===== src/rtl/inst_feeder_pkg.sv =====
// Shared definitions for the instruction feeder: op encodings, NOP word and FSM states.
package inst_feeder_pkg;

    // Two-bit op field, instruction bits [7:6]
    localparam logic [1:0] OpNop = 2'b00;
    localparam logic [1:0] OpAdd = 2'b01;
    localparam logic [1:0] OpSub = 2'b10;
    localparam logic [1:0] OpAnd = 2'b11;

    localparam logic [7:0] NopWord = {OpNop, 6'b00_00_00};

    typedef enum logic [1:0] {
        FsmIdle  = 2'd0,
        FsmRun   = 2'd1,
        FsmDrain = 2'd2,
        FsmDone  = 2'd3
    } fsm_state_e;

    // Plain-vector state codes so the state register stays a logic vector
    localparam logic [1:0] StIdle  = FsmIdle;
    localparam logic [1:0] StRun   = FsmRun;
    localparam logic [1:0] StDrain = FsmDrain;
    localparam logic [1:0] StDone  = FsmDone;

    // Increment that sticks at all-ones
    function automatic logic [7:0] sat_inc8(input logic [7:0] v);
        return (v == 8'hFF) ? v : v + 8'd1;
    endfunction

endpackage


===== src/rtl/inst_feeder_if.sv =====
// Load/control/issue bundle between a program loader and the instruction feeder.
interface inst_feeder_if #(
    parameter int unsigned DEPTH = 16
) ();
    localparam int unsigned AW = $clog2(DEPTH);

    logic          load_valid;
    logic          load_ready;
    logic [7:0]    load_inst;
    logic          clr;
    logic          start;
    logic          abort;
    logic [7:0]    inst;
    logic          busy;
    logic          done;
    logic [AW-1:0] pc;
    logic [AW:0]   prog_len;
    logic [7:0]    issued_cnt;

    modport master (
        output load_valid, load_inst, clr, start, abort,
        input  load_ready, inst, busy, done, pc, prog_len, issued_cnt
    );

    modport slave (
        input  load_valid, load_inst, clr, start, abort,
        output load_ready, inst, busy, done, pc, prog_len, issued_cnt
    );

endinterface


===== src/rtl/inst_mem.sv =====
// Program buffer: synchronous write, asynchronous read, no reset on the array.
module inst_mem #(
    parameter int unsigned DEPTH = 16,
    parameter int unsigned WIDTH = 8,
    localparam int unsigned AW   = $clog2(DEPTH)
) (
    input  logic             clk,
    input  logic             we,
    input  logic [AW-1:0]    waddr,
    input  logic [WIDTH-1:0] wdata,
    input  logic [AW-1:0]    raddr,
    output logic [WIDTH-1:0] rdata
);

    logic [WIDTH-1:0] mem [DEPTH];

    // Write port
    always_ff @(posedge clk) begin
        if (we) begin
            mem[waddr] <= wdata;
        end
    end

    assign rdata = mem[raddr];

endmodule


===== src/rtl/inst_feeder.sv =====
// Instruction feeder: buffers a short program, then issues it one word per cycle
// followed by drain NOPs so the back end of the pipeline can retire.
module inst_feeder
    import inst_feeder_pkg::*;
#(
    parameter int unsigned DEPTH        = 16,
    parameter int unsigned DRAIN_CYCLES = 2
) (
    input  logic         clk,
    input  logic         rst,
    inst_feeder_if.slave bus
);

    localparam int unsigned AW = $clog2(DEPTH);
    localparam int unsigned LW = AW + 1;
    localparam int unsigned DW = (DRAIN_CYCLES > 1) ? $clog2(DRAIN_CYCLES) : 1;

    localparam logic [LW-1:0] FullLen   = LW'(DEPTH);
    localparam logic [DW-1:0] DrainLast = DW'(DRAIN_CYCLES - 1);

    logic [1:0]    state_q, state_d;
    logic [AW-1:0] pc_q, pc_d;
    logic [LW-1:0] len_q, len_d;
    logic [7:0]    issued_q, issued_d;
    logic [7:0]    inst_q, inst_d;
    logic [DW-1:0] drain_q, drain_d;

    logic          load_ready;
    logic          load_fire;
    logic          last_word;
    logic [7:0]    rd_data;

    // clr blocks acceptance so it wins over a simultaneous load
    assign load_ready = (state_q == StIdle) && (len_q < FullLen) && !bus.clr;
    assign load_fire  = bus.load_valid && load_ready;
    assign last_word  = ({1'b0, pc_q} == (len_q - LW'(1)));

    inst_mem #(
        .DEPTH (DEPTH),
        .WIDTH (8)
    ) u_mem (
        .clk   (clk),
        .we    (load_fire),
        .waddr (len_q[AW-1:0]),
        .wdata (bus.load_inst),
        .raddr (pc_q),
        .rdata (rd_data)
    );

    // Next-state logic for the issue FSM and its counters
    always_comb begin
        state_d  = state_q;
        pc_d     = pc_q;
        len_d    = len_q;
        issued_d = issued_q;
        inst_d   = NopWord;
        drain_d  = drain_q;

        case (state_q)
            StIdle: begin
                if (bus.clr) begin
                    len_d = '0;
                end else begin
                    if (load_fire) begin
                        len_d = len_q + LW'(1);
                    end
                    if (bus.start && (len_q != '0)) begin
                        state_d  = StRun;
                        pc_d     = '0;
                        issued_d = '0;
                    end
                end
            end
            StRun: begin
                if (bus.abort) begin
                    // Suppressed issue: NOP goes out, pc holds
                    state_d = StDrain;
                    drain_d = '0;
                end else begin
                    inst_d   = rd_data;
                    issued_d = sat_inc8(issued_q);
                    if (last_word) begin
                        state_d = StDrain;
                        drain_d = '0;
                    end else begin
                        pc_d = pc_q + AW'(1);
                    end
                end
            end
            StDrain: begin
                if (drain_q == DrainLast) begin
                    state_d = StDone;
                end else begin
                    drain_d = drain_q + DW'(1);
                end
            end
            default: begin
                state_d = StIdle;
            end
        endcase
    end

    // State registers; the buffer length resets but the array contents do not
    always_ff @(posedge clk) begin
        if (rst) begin
            state_q  <= StIdle;
            pc_q     <= '0;
            len_q    <= '0;
            issued_q <= '0;
            inst_q   <= NopWord;
            drain_q  <= '0;
        end else begin
            state_q  <= state_d;
            pc_q     <= pc_d;
            len_q    <= len_d;
            issued_q <= issued_d;
            inst_q   <= inst_d;
            drain_q  <= drain_d;
        end
    end

    assign bus.load_ready = load_ready;
    assign bus.inst       = inst_q;
    assign bus.busy       = (state_q == StRun) || (state_q == StDrain);
    assign bus.done       = (state_q == StDone);
    assign bus.pc         = pc_q;
    assign bus.prog_len   = len_q;
    assign bus.issued_cnt = issued_q;

endmodule

===== src/flat_wrapper.sv =====
// flat-port wrapper written by rule: the top's interface ports become plain ports
module inst_feeder_flat import inst_feeder_pkg::*;
#(
    parameter int unsigned DEPTH        = 16,
    parameter int unsigned DRAIN_CYCLES = 2
)
  (clk, rst, bus_load_valid, bus_load_inst, bus_clr, bus_start, bus_abort, bus_load_ready, bus_inst, bus_busy, bus_done, bus_pc, bus_prog_len, bus_issued_cnt);
  inst_feeder_if #(.DEPTH(DEPTH)) bus_i ();
  input  logic clk;
  input  logic rst;
  input wire logic [$bits(bus_i.load_valid)-1:0] bus_load_valid;
  input wire logic [$bits(bus_i.load_inst)-1:0] bus_load_inst;
  input wire logic [$bits(bus_i.clr)-1:0] bus_clr;
  input wire logic [$bits(bus_i.start)-1:0] bus_start;
  input wire logic [$bits(bus_i.abort)-1:0] bus_abort;
  output wire logic [$bits(bus_i.load_ready)-1:0] bus_load_ready;
  output wire logic [$bits(bus_i.inst)-1:0] bus_inst;
  output wire logic [$bits(bus_i.busy)-1:0] bus_busy;
  output wire logic [$bits(bus_i.done)-1:0] bus_done;
  output wire logic [$bits(bus_i.pc)-1:0] bus_pc;
  output wire logic [$bits(bus_i.prog_len)-1:0] bus_prog_len;
  output wire logic [$bits(bus_i.issued_cnt)-1:0] bus_issued_cnt;
  assign bus_i.load_valid = bus_load_valid;
  assign bus_i.load_inst = bus_load_inst;
  assign bus_i.clr = bus_clr;
  assign bus_i.start = bus_start;
  assign bus_i.abort = bus_abort;
  assign bus_load_ready = bus_i.load_ready;
  assign bus_inst = bus_i.inst;
  assign bus_busy = bus_i.busy;
  assign bus_done = bus_i.done;
  assign bus_pc = bus_i.pc;
  assign bus_prog_len = bus_i.prog_len;
  assign bus_issued_cnt = bus_i.issued_cnt;
  inst_feeder #(.DEPTH(DEPTH), .DRAIN_CYCLES(DRAIN_CYCLES)) u_core (.clk(clk), .rst(rst), .bus(bus_i));
endmodule

===== config.mk =====
export PLATFORM = sky130hd
export DESIGN_NAME = inst_feeder_flat
export DESIGN_NICKNAME = d
export VERILOG_FILES = /design/src/rtl/inst_feeder_pkg.sv /design/src/rtl/inst_feeder_if.sv /design/src/rtl/inst_mem.sv /design/src/rtl/inst_feeder.sv /design/src/flat_wrapper.sv
export SDC_FILE = /design/constraint.sdc
export NUM_CORES = 1
export LEC_CHECK = 0
export CAP_MARGIN = 20
export CORE_MARGIN = 1.5
export CORE_UTILIZATION = 60
export DETAILED_ROUTE_END_ITERATION = 8
export GPL_ROUTABILITY_DRIVEN = 0
export PLACE_DENSITY = 0.86
export SLEW_MARGIN = 25
export SYNTH_ARGS = -nofsm -noshare
export SYNTH_HDL_FRONTEND = slang
export SYNTH_SLANG_ARGS = --single-unit

===== constraint.sdc =====
create_clock -name clk -period 5.4 [get_ports clk]
set_clock_uncertainty 0.1 [all_clocks]
set_input_delay 1.08 -clock clk [delete_from_list [all_inputs] [get_ports clk]]
set_output_delay 1.08 -clock clk [all_outputs]
set_load 0.05 [all_outputs]

### Word-level counts from Yosys, hierarchy flattened

Memories as Yosys holds them, arrays and structs flattened. A register that Yosys moved wholly into a read port is not among the register bits.
Cells that the tools add are included.
W data, S select, Z words.

| storage, ports and cells | value |
|---|---|
| register bits after elaboration | 20 |
| RAM bits | 128 |
| input port bits | 14 |
| output and inout port bits | 28 |
| logic and storage cells | 66 |
| memories | 1 |

| operators by class | value |
|---|---|
| add/sub/neg operators | 5 |
| $lt $le $gt $ge | 1 |
| eq/ne operators | 12 |
| mux-type cells | 24 |
| bitwise logic cells | 1 |
| reduce and logical (&&, ||, !) cells | 17 |

Memory list:

| name | words | bits a word | rd ports | clocked after memory_dff | wr ports | line | RTL |
|---|---|---|---|---|---|---|---|
| u_core.u_mem.mem | 16 | 8 | 1 | 1 | 1 | inst_mem.sv:15 | `logic [WIDTH-1:0] mem [DEPTH];` |

Operators with widths:

| cell | number |
|---|---|
| $mux W8 | 4 |
| $mux W4 | 4 |
| $pmux W8 S2 | 1 |
| $mux W2 | 5 |
| $mux W5 | 2 |
| $ne A2 B2 Y1 const B | 5 |
| $reduce_and A5 Y1 | 2 |
| $add A8 B1 Y8 const B | 1 |
| $eq A8 B8 Y1 const B | 1 |
| $pmux W4 S2 | 1 |
| $pmux W2 S3 | 1 |
| $reduce_bool A2 Y1 | 3 |
| $add A5 B1 Y5 const B | 1 |
| $eq A4 B5 Y1 | 1 |
| $lt A5 B5 Y1 const B | 1 |
| $mux W1 | 5 |
| $reduce_bool A5 Y1 | 1 |
| $sub A5 B1 Y5 const B | 1 |
| $add A4 B1 Y4 const B | 1 |
| $eq A2 B2 Y1 const B | 2 |
| $logic_and A1 B1 Y1 | 4 |
| $reduce_and A2 Y1 | 2 |
| $reduce_and A4 Y1 | 1 |
| $ne A3 B2 Y1 const B | 1 |
| other kinds (9) | 9 |

### Depth between registers and ports, before layout

| depth | value |
|---|---|
| depth after elaboration | 6 |
| gate-level depth with buffers | 8 |
| mapped depth without buffers | 7 |

### By module

A second synthesis with hierarchy kept.

| unflattened totals | value |
|---|---|
| cells, all modules | 389 |
| area, all modules | 6475.0 µm² |

Modules (own cells, without submodules):

| module | times used | cells an instance | area each (µm²) | sequential area each (µm²) |
|---|---|---|---|---|
| inst_mem | 1 | 221 | 4987.3 | 3843.7 |
| inst_feeder | 1 | 168 | 1487.7 | 560.5 |

### Worst setup path before layout

Ideal clock, no wire load.

| path | value |
|---|---|
| path kind | input -> register |
| start | input bus_clr |
| end | memory u_core.u_mem.mem[3][0], enable pin |
| setup time | 0.383 ns |
| arrival | 3.516 ns |
| data required time | 4.917 ns |
| slack | 1.401 ns |
| stages | 5 |
| buffers on the path | 1 |
| cell sequence | nor3b_1 > and2_1 > clkbuf_1 > nand2_1 > nor3_1 |

| on the way | value |
|---|---|
| longest elaborated chain between the ends | 5 |

RTL lines:

| what | line | RTL |
|---|---|---|
| start, declared | flat_wrapper.sv:13 | `input wire logic [$bits(bus_i.clr)-1:0] bus_clr;` |
| $logic_not A1 Y1 | inst_feeder.sv:34 | `assign load_ready = (state_q == StIdle) && (len_q < FullLen) && !bus.clr;` |
| $logic_and A1 B1 Y1 | inst_feeder.sv:34 |  |
| $logic_and A1 B1 Y1 | inst_feeder.sv:35 | `assign load_fire = bus.load_valid && load_ready;` |
| $mux W1 | inst_mem.sv:19 | `if (we) begin` |
| $mux W1 (not written as such) | inst_mem.sv:20 | `mem[waddr] <= wdata;` |
| end, declared | inst_mem.sv:15 |  |

No other way between the ends.

### Final worst setup path

| path | value |
|---|---|
| start | input bus_clr |
| end | output bus_load_ready |

| on the way | value |
|---|---|
| longest elaborated chain between the ends | 2 |

RTL lines:

| what | line | RTL |
|---|---|---|
| $logic_not A1 Y1 | inst_feeder.sv:34 |  |
| $logic_and A1 B1 Y1 | inst_feeder.sv:34 |  |
| end, declared | flat_wrapper.sv:16 | `output wire logic [$bits(bus_i.load_ready)-1:0] bus_load_ready;` |

No other way between the ends.

==> impl_metrics.tcl <==
set metrics [dict create \
    power.leakage_nw 2.405 \
    p_sw_frac 0.2430 \
    power.share.sequential 0.487 \
    fmax_ghz 0.2654 \
    wirelength_mm 14.19 \
    setup_viol 0 \
    cp-end-kind "primary output" \
    grt_first_pass_wirelength_mm 21.77 \
    synth-edff-count 128 \
    synth_top_area_cell "edfxtp_1" \
    drive_gt1_frac 0.1797 \
    synth_compound_area_frac 0.03167 \
    final_common_cell "edfxtp_1" \
    drc 0 \
    core_sq_um 10320 \
    clkSinkCount 156 \
    ys_types 46 \
    p_per_area_nw_per_um2 365.2 \
    cp-start-kind "input port" \
    cts_resized 0 \
    clk_path_buf_depth 2 \
    cts_made_buffers 17 \
    drt-wirelength-per-cell_um 25.38 \
    combPwrFrac 0.092 \
    port_buffers 41 \
    ioPinCount 42 \
    netlist_area_sq_um 6400 \
    yosys-mux-area-fraction 0.1458 \
    p_switching_uw 666.6 \
    layout_common_cells "edfxtp_1, clkdlybuf4s50_1, mux4_2" \
    relSlewSlack 0.4358 \
    clk_pin_slew_ns 0.06 \
    async_reset_ff_frac 0 \
    hold_path.class "flip-flop to flip-flop" \
    ys_ff_latch 156 \
    drtIter0Drc 491 \
    area_growth_pct 17.36 \
    rows 37 \
    vias 3680 \
    drv_cap 0 \
    antenna_found_initial 1 \
    cts.htree.levels 4 \
    fin_ws_ns 1.632 \
    synthTopCellsByArea "edfxtp_1, mux4_2, dfxtp_1" \
    cts_setup_buffers 0 \
    min_period_ns 3.768 \
    cts_tree "done" \
    hold_viol_final 0 \
    insertion_delay_ns 0.53 \
    rsz0062_at_grt "no" \
    viasPerCell 6.583 \
    ctsHoldBuffers 0 \
    fin_nets 436 \
    dieArea_sq_um 11300 \
    grt_max_degree 39 \
    num_antenna_cells 0 \
    seq_area_frac_synth 0.6882 \
    status "finished clean" \
    synth_warnings 0 \
    hpwl_mm 8.101 \
    synth-main-ff-cell "edfxtp_1" \
    grt_pass1_vias 3581 \
    fp.dieH_um 106.3 \
    cp.arrival_ns 2.59 \
    synth.top_cell.area_share 0.6006 \
    clkPwrFrac 0.421 \
    tns_ns 0 \
    grt.total_usage 0.2767 \
    dr.pass1.iters 5 \
    critPathKind "input port to primary output" \
    finalCritPeriodShare 0.6979 \
    synth_xor_area_frac 0.02131 \
    die_x_um 106.3 \
    grt-ovfl-total 0 \
    crit_path_max_fanout 3 \
    total_power_mw 2.743 \
    syn_avg_cell_area_sq_um 17.63 \
    synthCells 363 \
    fill_cells 557 \
    ant_nets 0 \
    pre_cts_ws_ns 1.620 \
    ir_worst_vdd_v 0.0001941 \
    intPower_mw 2.077 \
    yosys.area_share.simple 0.06999 \
    cts_root_buf "clkbuf_8" \
    syn-num-nets 389 \
    initial_core_util 0.6199 \
    synth_top_family_by_area "multiplexers" \
    slew_violations 0 \
    synthAdderAreaFrac 0.02346 \
    required_ns 4.22 \
    tightest_slew_ns 0.8432 \
]
cell usage after synthesis, drive strengths merged (2+ instances only):
cell and number:
nand2b 4, and2 2, nor3 7, a31oi 3
xor2 8, nand2 19, nand3b 2, ha 12
or4 5, o21a 2, nor2 21, buf 12
mux4 40, o211ai 4, nand4 4, nor2b 9
a21oi 7, nor3b 2, o21ai 8, nand3 4
o2111ai 2, edfxtp 128, clkbuf 4, and3 3
dfxtp 28, xnor2 4, inv 8
stage by stage:
step,util,instance area [sq um],hold slack [ns],std cells
CTS,0.7261,7496,0.4058,559
detailed placement,0.6705,6922,0.3701,527
global route,0.7275,7511,0.4243,559
finish,0.7275,7511,0.4167,559
floorplan,-,6400,0.3381,363
global placement,0.6693,6909,0.3482,527
cells by family after synthesis:
group                    Yosys count
buffers and inverters             24
multiplexers                      41
AO/OA/AOI/OAI                     31
adder cells (fa/ha/maj)           12
XOR/XNOR                          13
AND/OR/NAND/NOR                   86
flip-flops                       156
critical path, stage by stage:
cell	delay [ns]
clkdlybuf4s50_1	0.43
nor3b_1	0.23
clkdlybuf4s50_1	0.84
layer usage:
| metal | vias to the layer above | global-route usage | share of wire |
|---|---|---|---|
| li1 | 1539 | - | - |
| met1 | 1821 | 0.3698 | 0.37 |
| met2 | 268 | 0.4415 | 0.50 |
| met3 | 50 | 0.06806 | 0.093 |
| met4 | 2 | 0.1129 | 0.033 |
| met5 | - | 0 | 0.0013 |
power groups by stage:
| stage | Combinational (mW) | Clock (mW) | Sequential, mW |
|---|---|---|---|
| floorplan | 0.136 | 0 | 1.38 |
| global placement | 0.229 | 0 | 1.36 |
| detailed placement | 0.236 | 0 | 1.36 |
| CTS | 0.249 | 1.16 | 1.33 |
| global route | 0.269 | 1.21 | 1.34 |
| finish | 0.252 | 1.16 | 1.34 |
flip-flops by register name, indices dropped and copies added (netlist names):
name	cells
u_core.u_mem.mem	128
u_core.bus.pc	4
u_core.bus.issued_cnt	8
u_core.state_q	2
u_core.drain_q	1
u_core.bus.prog_len	5
u_core.bus.inst	8
worst paths after layout:
check                                             from  cells after the start                to  slack, ns
worst max-delay path                           bus_clr                      3    bus_load_ready       1.63
worst min-delay path                    u_core.drain_q                      2    u_core.drain_q       0.42
worst max register to register  u_core.bus.prog_len[0]                      7  u_core.bus.pc[1]       2.63
worst min register to register          u_core.drain_q                      2    u_core.drain_q       0.42
area by class of cell:
class,instances,area [sq um],share of cell area
repair buffers,44,432.9,0.05764
multi-input cells,183,1898,0.2527
clock inverters,12,138.9,0.01849
clock buffers,20,435.4,0.05797
inverters,8,30.03,0.003998
well taps,136,170.2,0.02266
flip-flops and latches,156,4405,0.5865
(Power assumes the default switching activity.)
